===== config.mk =====
export PLATFORM = sky130hd
export DESIGN_NAME = seq_chunk_comparator
export DESIGN_NICKNAME = d
export VERILOG_FILES = /design/src/rtl/seq_cmp_pkg.sv /design/src/rtl/chunk_cmp.sv /design/src/rtl/seq_chunk_comparator.sv
export SDC_FILE = /design/constraint.sdc
export NUM_CORES = 1
export LEC_CHECK = 0
export CAP_MARGIN = 20
export CORE_MARGIN = 2
export CORE_UTILIZATION = 56
export CTS_CLUSTER_DIAMETER = 40
export DETAILED_ROUTE_END_ITERATION = 12
export DONT_BUFFER_PORTS = 1
export GPL_ROUTABILITY_DRIVEN = 1
export GPL_TIMING_DRIVEN = 0
export PLACE_DENSITY = 0.68
export SLEW_MARGIN = 5
export SYNTH_ARGS = -nofsm -noshare
export SYNTH_HDL_FRONTEND = slang
export SYNTH_HIERARCHICAL = 1
export SYNTH_SLANG_ARGS = --single-unit

===== constraint.sdc =====
create_clock -name clk -period 3.2 [get_ports clk]
set_input_delay 0.16 -clock clk [delete_from_list [all_inputs] [get_ports clk]]
set_output_delay 0.16 -clock clk [all_outputs]
set_load 0.01 [all_outputs]

===== src/rtl/seq_cmp_pkg.sv =====
// Shared encodings for the chunked sequential comparator: FSM states,
// one-hot {lt,et,gt} result codes and the cascade-input resolver.
package seq_cmp_pkg;

  localparam logic [1:0] ST_IDLE = 2'd0;
  localparam logic [1:0] ST_CMP  = 2'd1;
  localparam logic [1:0] ST_DONE = 2'd2;

  localparam logic [2:0] RES_LT = 3'b100;
  localparam logic [2:0] RES_EQ = 3'b010;
  localparam logic [2:0] RES_GT = 3'b001;

  // g outranks l; anything else (e alone, or nothing asserted) resolves to equal
  function automatic logic [2:0] cascade_res(input logic l, input logic e, input logic g);
    logic [2:0] r;
    casez ({g, l, e})
      3'b1??:  r = RES_GT;
      3'b01?:  r = RES_LT;
      default: r = RES_EQ;
    endcase
    return r;
  endfunction

endpackage


===== src/rtl/chunk_cmp.sv =====
// Combinational CHUNK-bit magnitude compare; signed_msb selects a two's
// complement compare for the most significant chunk.
module chunk_cmp #(
  parameter int CHUNK = 4
) (
  input  logic [CHUNK-1:0] a,
  input  logic [CHUNK-1:0] b,
  input  logic             signed_msb,
  output logic             lt,
  output logic             eq,
  output logic             gt
);

  always_comb begin
    eq = (a == b);
    if (signed_msb) lt = ($signed(a) < $signed(b));
    else            lt = (a < b);
    gt = !eq && !lt;
  end

endmodule


===== src/rtl/seq_chunk_comparator.sv =====
// Multi-cycle A/B comparator, one CHUNK per clock MSB-first, early exit on the
// first unequal chunk. SIGNED_CMP_EN makes the top chunk a signed compare.
module seq_chunk_comparator
  import seq_cmp_pkg::*;
#(
  parameter int WIDTH = 16,
  parameter int CHUNK = 4
) (
  input  logic             clk,
  input  logic             rst_n,
  input  logic [WIDTH-1:0] A,
  input  logic [WIDTH-1:0] B,
  input  logic             l,
  input  logic             e,
  input  logic             g,
  input  logic             in_valid,
  output logic             in_ready,
  output logic             out_valid,
  input  logic             out_ready,
  output logic             lt,
  output logic             et,
  output logic             gt,
  output logic             busy
);

  localparam int NCHUNK = WIDTH / CHUNK;
  localparam int IW     = (NCHUNK > 1) ? $clog2(NCHUNK) : 1;

  logic [1:0]       state;
  logic [WIDTH-1:0] a_r, b_r;
  logic [2:0]       casc_r;
  logic [2:0]       res;
  logic [IW-1:0]    idx;
  logic [CHUNK-1:0] a_chunk, b_chunk;
  logic             signed_msb;
  logic             c_lt, c_eq, c_gt;

  // Constant-select mux keeps the chunk pick free of wide index arithmetic
  always_comb begin
    a_chunk = '0;
    b_chunk = '0;
    for (int i = 0; i < NCHUNK; i++) begin
      if (idx == IW'(i)) begin
        a_chunk = a_r[i*CHUNK +: CHUNK];
        b_chunk = b_r[i*CHUNK +: CHUNK];
      end
    end
  end

`ifdef SIGNED_CMP_EN
  assign signed_msb = (idx == IW'(NCHUNK - 1));
`else
  assign signed_msb = 1'b0;
`endif

  chunk_cmp #(.CHUNK(CHUNK)) u_chunk_cmp (
    .a          (a_chunk),
    .b          (b_chunk),
    .signed_msb (signed_msb),
    .lt         (c_lt),
    .eq         (c_eq),
    .gt         (c_gt)
  );

  always_ff @(posedge clk or negedge rst_n) begin
    if (!rst_n) begin
      state  <= ST_IDLE;
      a_r    <= '0;
      b_r    <= '0;
      casc_r <= '0;
      res    <= '0;
      idx    <= '0;
    end else begin
      case (state)
        ST_IDLE: begin
          if (in_valid) begin
            a_r    <= A;
            b_r    <= B;
            casc_r <= cascade_res(l, e, g);
            idx    <= IW'(NCHUNK - 1);
            state  <= ST_CMP;
          end
        end
        ST_CMP: begin
          if (!c_eq) begin
            res   <= c_lt ? RES_LT : (c_gt ? RES_GT : RES_EQ);
            state <= ST_DONE;
          end else if (idx == '0) begin
            res   <= casc_r;
            state <= ST_DONE;
          end else begin
            idx <= idx - IW'(1);
          end
        end
        ST_DONE: begin
          if (out_ready) state <= ST_IDLE;
        end
        default: state <= ST_IDLE;
      endcase
    end
  end

  assign in_ready     = (state == ST_IDLE);
  assign busy         = (state == ST_CMP);
  assign out_valid    = (state == ST_DONE);
  assign {lt, et, gt} = res;

endmodule


==> run summary, run 1 <==
Number of register bits inferred by synthesis: 42. The logs give 3380 ps for the required time of the critical path and 22 for the number of rows in the core area. For this run, the number of Yosys warnings is 6.

In this run the deepest clock path goes through 2 buffers. In this run the clock root is driven by a sky130_fd_sc_hd__clkbuf_8. The total overflow left after global routing is 0. Dividing the final minimum period by the clock period gives 93.81%. The tools report the area occupied by multi-input gates as 978.4 um^2. TritonCTS built the clock tree.

The detailed router placed 1404 vias in this run. The floorplan step defined a die boundary enclosing 4293 um^2. Setup slack on the critical path of the routed design comes to 198.1 ps.

The logs give 43 for the largest net degree at the start of global routing and 46.3% for the combinational fraction of design power. For the clock latency on the worst-skew pair, the log shows 290 ps. Final number of max-transition violations: 0. Net switching is 36.31% of the power. The filler cell count in the final layout was 311; the reported net switching power was 857.9 uW. The buffers inserted during post-CTS setup optimization was 0.

In the routed design, unresolved DRC markers number 0. After the first detailed-routing iteration, the DRC count stood at 39. Leaving out fill and tap cells, the most frequent cells in the layout are 42 x sky130_fd_sc_hd__dfrtp_1, 31 x sky130_fd_sc_hd__mux2_2, 14 x sky130_fd_sc_hd__nand2_1. The tools report the number of antenna violations at the first check in global routing as 0.

Registers take 1051 um^2. For the sequential cell area fraction in the yosys report, the log shows 49.59%. The tools report the via count of the first global-routing pass as 1462. Each instance of the synthesized netlist takes up on average 11.65 um^2.

The logs give 45 for the number of placed I/O pins and 5 for the number of clock buffers inserted by TritonCTS. Of the total power, the clock network draws 13.3%. For the number of violations of the max-capacitance limit, the log shows 0.

Sequential cells account for 40.4% of the total power. After detailed routing, the average wire length per cell comes to 17.24 um. Die width: 65.52 um. The commonest non-fill, non-tap cell in the layout is sky130_fd_sc_hd__dfrtp_1. Cells with a size suffix above 1 make up 26.40% of the layout. The clock transition at the registers of the reported paths was 80 ps.

Routability-driven placement finished with a final weighted congestion of 0.7877. Of all nets on the critical path, the largest fanout is 10. The run gives 2120 um^2 as the cell area after synthesis. The number of detailed-routing iterations run before antenna repair came out at 6. For this configuration, the core starts out at a cell density of 57.89%. The number of different library cells used by synthesis comes to 31. The number of setup violations in the final report was 0. The final wirelength is 4224 um, and the net count reported at finish is 245.

The final period demand of the worst path works out to 3002 ps. For this design, the sink count on the clock tree is 42. The first global-routing pass estimated 6796 um of wire. The mean number of vias per cell was 5.731; the highest clock rate was 333.1 MHz. CTS built an H-tree with a depth of 2.

The critical path start-end classification was flop to flop. Worst-case vdd ir drop: 0.4988 mV. The post-placement setup slack came out at -71.57 ps. In the final timing run, aggregate negative setup slack is 0 ps. The total area inside the core boundary comes to 3661 um^2.

The die is 65.52 um tall. Setup repair after global routing left no endpoint under its margin. The number of antenna diodes in the final layout is 0.

Once detailed placement completed, the half-perimeter wirelength came to 3117 um. The kind of start point of the critical path was a flop. The area growth from synthesis to layout is 11.81%. The total global-route track usage was 21.47%.

Cell internal power was estimated by the tool at 1505 uW. The run finished with clean final reports. The detail route stage leaves a number of antenna-violating nets equal to 0. The finished cells cover 2370 um^2.

In this run the static leakage power is 0.001060 uW. The number of cells produced by synthesis was 182. The number of hold violations in the final report came out at 0. The class of the tightest hold or removal check is input port to flop.

Power spread over the standard cell area amounts to 997.1 nW/um^2. Port buffering added 0 buffers. For the final database, setup skew stands at 5.403 ps. The worst setup path is captured at a flop. The number of nets handed over by synthesis was 230.

Placed standard-cell area: 2180 um^2. The data arrival time of the critical path was 3180 ps.
==> routing by layer <==
layer  global-route usage (%)  up-vias  wire length, um
met2                    36.73       35             2167
met3                    7.021        6              228
met5                        0        -                0
met4                    7.031        0               50
li1                         -      664                -
met1                    25.54      699             1778
==> stage by stage <==
stage | hold WS (ps) | std cells | util (%) | power [uW]
CTS | 2.257 | 244 | 63.98 | 2363
finish | 12.23 | 245 | 64.73 | 2363
global placement | -134.6 | 230 | 59.54 | 1956
detailed placement | -134.6 | 230 | 59.54 | 2026
floorplan | -135.6 | 182 | - | 1782
global route | 1.722 | 245 | 64.73 | 2534
==> critical path: stages, from the launching register on <==
cell,delay [ps]
sky130_fd_sc_hd__dfrtp_1,420
sky130_fd_sc_hd__inv_1,120
sky130_fd_sc_hd__ha_1,280
sky130_fd_sc_hd__clkbuf_4,250
sky130_fd_sc_hd__a221oi_1,110
sky130_fd_sc_hd__o31ai_1,250
sky130_fd_sc_hd__inv_1,70
sky130_fd_sc_hd__ha_1,340
sky130_fd_sc_hd__and4_1,370
sky130_fd_sc_hd__nor2b_1,300
sky130_fd_sc_hd__nor2b_4,90
sky130_fd_sc_hd__mux2_2,280
==> cells in the mapped netlist (all sizes together) <==
cell	count	area share, %
a211o	1	0.41
a21o	1	0.35
a21oi	12	2.8
a221oi	4	1.7
a22o	4	1.7
and2b	1	0.35
and4	1	0.41
and4bb	1	0.59
buf	4	1.8
clkbuf	4	0.71
conb	1	0.18
dfrtp	42	50
ha	9	5.3
inv	13	2.3
mux2	33	18
mux2i	2	0.94
nand2	14	2.5
nand3b	1	0.35
nor2	3	0.53
nor2b	10	3.3
nor3	2	0.47
nor3b	2	1.2
o211a	1	0.47
o21a	1	0.35
o21ai	10	2.4
o31ai	5	1.8
==> power groups by stage <==
stage | sequential, uW | clock, uW | combinational [uW]
after global routing | 985 | 344 | 1200
after floorplan | 913 | 0 | 869
after global placement | 953 | 0 | 1000
after detailed placement | 966 | 0 | 1060
after CTS | 956 | 322 | 1090
final | 954 | 315 | 1090
==> registers in the layout, indices dropped and copies added (netlist names) <==
| register | cells |
|---|---|
| a_r | 16 |
| b_r | 16 |
| casc_r | 3 |
| idx | 2 |
| res | 3 |
| state | 2 |
==> final timing paths <==
path                                    start                    end  slack, ps  cells after the start
max                        idx[1]$_DFFE_PN0P_     res[2]$_DFFE_PN0P_        200                     11
min                                     B[10]    b_r[10]$_DFFE_PN0P_         10                      1
max reg2reg                idx[1]$_DFFE_PN0P_     res[2]$_DFFE_PN0P_        200                     11
min reg2reg                a_r[0]$_DFFE_PN0P_     a_r[0]$_DFFE_PN0P_        500                      1
max in group asynchronous               rst_n     a_r[2]$_DFFE_PN0P_       2650                      2
min in group asynchronous               rst_n  casc_r[2]$_DFFE_PN0P_        360                      2
==> timing repair <==
action | 4_1_cts | 5_1_grt
hold buffers | 7 | 1
endpoints found under the hold margin | 47 | 1
setup endpoints to repair | 3 | 4
resized for setup | 2 | 11
==> cell families after synthesis <==
logic type | Yosys count | share of synthesized area (%)
flops | 42 | 49.59
other cells | 1 | 0.1769
simple gates | 35 | 9.740
mux | 35 | 18.48
compound gates | 39 | 11.87
fa+ha+maj | 9 | 5.313
buf+inv | 21 | 4.840
==> cell type report <==
type | count | area share (%)
Multi-Input combinational cell | 119 | 41.29
Clock inverter | 2 | 0.4224
Buffer | 8 | 2.640
Inverter | 13 | 2.059
Sequential cell | 42 | 44.35
Tap cell | 48 | 2.534
Clock buffer | 5 | 2.904
Timing Repair Buffer | 8 | 3.801
(Power assumes the default switching activity.)
==> run 2, diff against run 1 <==
--- a/config.mk
+++ b/config.mk
@@ -5,6 +5,7 @@
 export SDC_FILE = /design/constraint.sdc
 export NUM_CORES = 1
 export LEC_CHECK = 0
+export ABC_CLOCK_PERIOD_IN_PS = 3200
 export CAP_MARGIN = 20
 export CORE_MARGIN = 2
 export CORE_UTILIZATION = 56
@@ -12,7 +13,6 @@
 export DETAILED_ROUTE_END_ITERATION = 12
 export DONT_BUFFER_PORTS = 1
 export GPL_ROUTABILITY_DRIVEN = 1
-export GPL_TIMING_DRIVEN = 0
 export PLACE_DENSITY = 0.68
 export SLEW_MARGIN = 5
 export SYNTH_ARGS = -nofsm -noshare
==> run summary, run 2 (same netlist as run 1, synthesis figures left out) <==
The violation count after the first detailed-route iteration was 56 (was 39); the level count of the clock H-tree was 2 (unchanged). The end of the worst hold path is a_r[0]$_DFFE_PN0P_ (was b_r[10]$_DFFE_PN0P_). The post-placement setup slack is 186.1 ps (was -71.57 ps). The number of cells on the worst reg-to-reg path is 11 (unchanged). The detailed placer's ending HPWL came out at 3015 um (was 3117 um). The worst hold path stage count was 1 (unchanged); the maximum fanout along the worst path was 8 (was 10).

The clock root buffer is sky130_fd_sc_hd__clkbuf_8 (unchanged). The count of clock tree sinks is 42 (unchanged). The via count of the first global-routing pass came out at 1401 (was 1462). The DRC violation count after routing was 0 (unchanged). The mean number of vias per cell was 5.564 (was 5.731). The logs give 0 (unchanged) for the number of violations of the max-capacitance limit and 6651 um (was 6796 um) for the global-route wire length before repair. For the worst slew margin relative to its limit, the log shows 65.07%. Data arrival time of the critical path: 3190 ps (was 3180 ps). The number of setup violations in the final report is 0 (unchanged).

The share of cells above drive strength 1 is 24.35% (was 26.40%). The number of buffers added on ports came out at 0 (unchanged). The final wirelength is 3991 um (was 4224 um). The number of gates resized after cts is 0 (was 2), and the weighted congestion reported at the end of routability-driven placement is 0.7634 (was 0.7877). The clock transition at the registers of the reported paths came out at 80 ps (about the same). The number of hold violations in the final report is 0 (unchanged), and the worst-case vdd ir drop is 0.4610 mV (was 0.4988 mV). Net count reported at finish: 240 (was 245). The aggregate global routing overflow was 0 (unchanged); the total via count after detailed routing was 1341 (was 1404).

Final number of max-transition violations: 0 (unchanged). Regs by FF count: a_r x16, b_r x16 (unchanged). The tools report the residual antenna-violating net count after detailed routing as 0 (unchanged). The clock latency on the worst-skew pair came out at 290 ps (about the same). The flop-to-flop setup slack is 190 ps (was 200 ps). The die outline height was 65.52 um (unchanged); the delay contributed by the slowest stage of the critical path was 400 ps (was 420 ps).

Initial cell density of the core: 57.89% (unchanged). The tools report the kind of end point of the critical path as a flop (unchanged). TritonCTS built the clock tree.

The logs give 3661 um^2 (unchanged) for the core area and 45 (unchanged) for the number of placed I/O pins. The number of rows in the core area was 22 (unchanged); the total power was 2393 uW (was 2363 uW). Critical Path, Cell by Cell: inv_1 > ha_1 > nor2b_1 > a221oi_1 > o31ai_1 > inv_1 > ha_1 > and4_1 > nor2b_1 > nor2b_4 > mux2_2 (was inv_1 > ha_1 > clkbuf_4 > a221oi_1 > o31ai_1 > inv_1 > ha_1 > and4_1 > nor2b_1 > nor2b_4 > mux2_2).

The number of antenna violations at the first check in global routing was 0 (unchanged); the antenna diode count was 0 (unchanged). The tools report the setup TNS as 0 ps (unchanged). The run gives 0 (unchanged) as the buffers inserted during post-CTS setup optimization. The class of the tightest hold or removal check is input port to flop (unchanged). The area growth from synthesis to final layout was 10.63% (was 11.81%). The tools report the number of detailed-routing iterations run before antenna repair as 4 (was 6). The part of the cycle the worst path needs works out to 94.08% (was 93.81%). The total leakage power was 0.001058 uW (was 0.001060 uW). The die width was 65.52 um (unchanged). Worst flop-to-flop path startpoint: idx[1]$_DFFE_PN0P_ (unchanged).

The average routed wire per standard cell is 16.56 um (was 17.24 um), and the full die area is 4293 um^2 (unchanged). The required time of the critical path is 3380 ps (about the same). At the pin with the least slew margin, the transition time is 524.0 ps. The final period demand of the worst path is 3011 ps (was 3002 ps), and the power per unit of standard cell area is 1021 nW/um^2 (was 997.1 nW/um^2).

The number of clock buffers inserted by TritonCTS was 5 (unchanged). The final design instance area without fill is 2345 um^2 (was 2370 um^2). The placed standard-cell area was 2156 um^2 (was 2180 um^2); the highest clock rate was 332.2 MHz (was 333.1 MHz). The tools report the filler cell count in the final layout as 301 (was 311).

The run gives 189.4 ps (was 198.1 ps) as the final worst-path setup slack. The commonest non-fill, non-tap cell in the layout was sky130_fd_sc_hd__dfrtp_1 (unchanged). Critical path start-end classification: flop to flop (unchanged). For the number of buffers on the longest clock path, the log shows 2 (unchanged).

The capture instance of the worst register-to-register path is res[1]$_DFFE_PN0P_ (was res[2]$_DFFE_PN0P_). The tools report the largest net degree at the start of global routing as 43 (unchanged). Setup repair after global routing left no endpoint under its margin. For the total global-route track usage, the log shows 20.89% (was 21.47%). The startpoint of the most critical hold path was A[0] (was B[10]). The slowest library cell on the worst path was sky130_fd_sc_hd__dfrtp_1 (unchanged). The flow ran to the end, and the final reports show no timing, DRC or antenna violations. The tools report the worst-case clock skew as 4.505 ps (was 5.403 ps). Kind of start point of the critical path: a flop (unchanged). Commonest cells after routing, fill and taps aside: 42 x sky130_fd_sc_hd__dfrtp_1, 31 x sky130_fd_sc_hd__mux2_2, 14 x sky130_fd_sc_hd__nand2_1 (unchanged).
run 2: cell count changes in the layout (fill, tap and decap cells not counted), sizes merged:
cell and change:
bufinv +1, clkbuf -4, dlygate4sd3 -1
run 2: layer usage:
layer	wire, um	GRT usage, %	vias to the layer above
li1	-	-	658
met1	1719	25.42	641
met2	1983	34.82	36
met3	213	6.336	6
met4	76	8.073	0
met5	0	0	-
run 2: cell type report:
| class | instances | area, um^2 | area share (%) |
|---|---|---|---|
| Clock buffer | 5 | 68.82 | 2.935 |
| Clock inverter | 3 | 40.04 | 1.708 |
| Inverter | 13 | 48.80 | 2.081 |
| Multi-Input combinational cell | 119 | 965.9 | 41.20 |
| Sequential cell | 42 | 1051 | 44.82 |
| Tap cell | 48 | 60.06 | 2.561 |
| Timing Repair Buffer | 11 | 110.1 | 4.696 |
run 2: worst max-delay path, delay by kind of cell, from the launching register on:
kind	cells	cell delay, ps
compound gates	2	410
mux	1	280
buf+inv	2	170
fa+ha+maj	2	590
simple gates	4	1060
flops	1	400
run 2: worst max path at each step:
| stage | start | end | slack [ps] | cells after the start |
|---|---|---|---|---|
| 2_1_floorplan | idx[0]$_DFFE_PN0P_ | res[1]$_DFFE_PN0P_ | 510 | 11 |
| 6_report | idx[1]$_DFFE_PN0P_ | res[1]$_DFFE_PN0P_ | 190 | 11 |
| 3_3_place_gp | idx[0]$_DFFE_PN0P_ | res[1]$_DFFE_PN0P_ | 310 | 10 |
| 3_5_place_dp | idx[1]$_DFFE_PN0P_ | res[1]$_DFFE_PN0P_ | 190 | 11 |
| 5_1_grt | idx[0]$_DFFE_PN0P_ | res[1]$_DFFE_PN0P_ | 6 | 10 |
| 4_1_cts | idx[1]$_DFFE_PN0P_ | res[1]$_DFFE_PN0P_ | 180 | 11 |
run 2: per-stage QoR:
| step | hold WS [ps] | cells | util [%] |
|---|---|---|---|
| floorplan | -135.6 | 182 | - |
| global placement | -134.6 | 226 | 58.89 |
| detailed placement | -134.6 | 226 | 58.89 |
| CTS | 0.2899 | 237 | 62.95 |
| global route | 0.1630 | 241 | 64.05 |
| finish | 5.231 | 241 | 64.05 |
run 2: power by group:
group	switching [uW]	internal, uW
logic	494	538
clock network	178	230
registers	162	791
run 2: repair_timing:
action                                  CTS  global route
hold buffers                              3             4
endpoints found under the hold margin    43             4
endpoints found under the setup margin    0             0
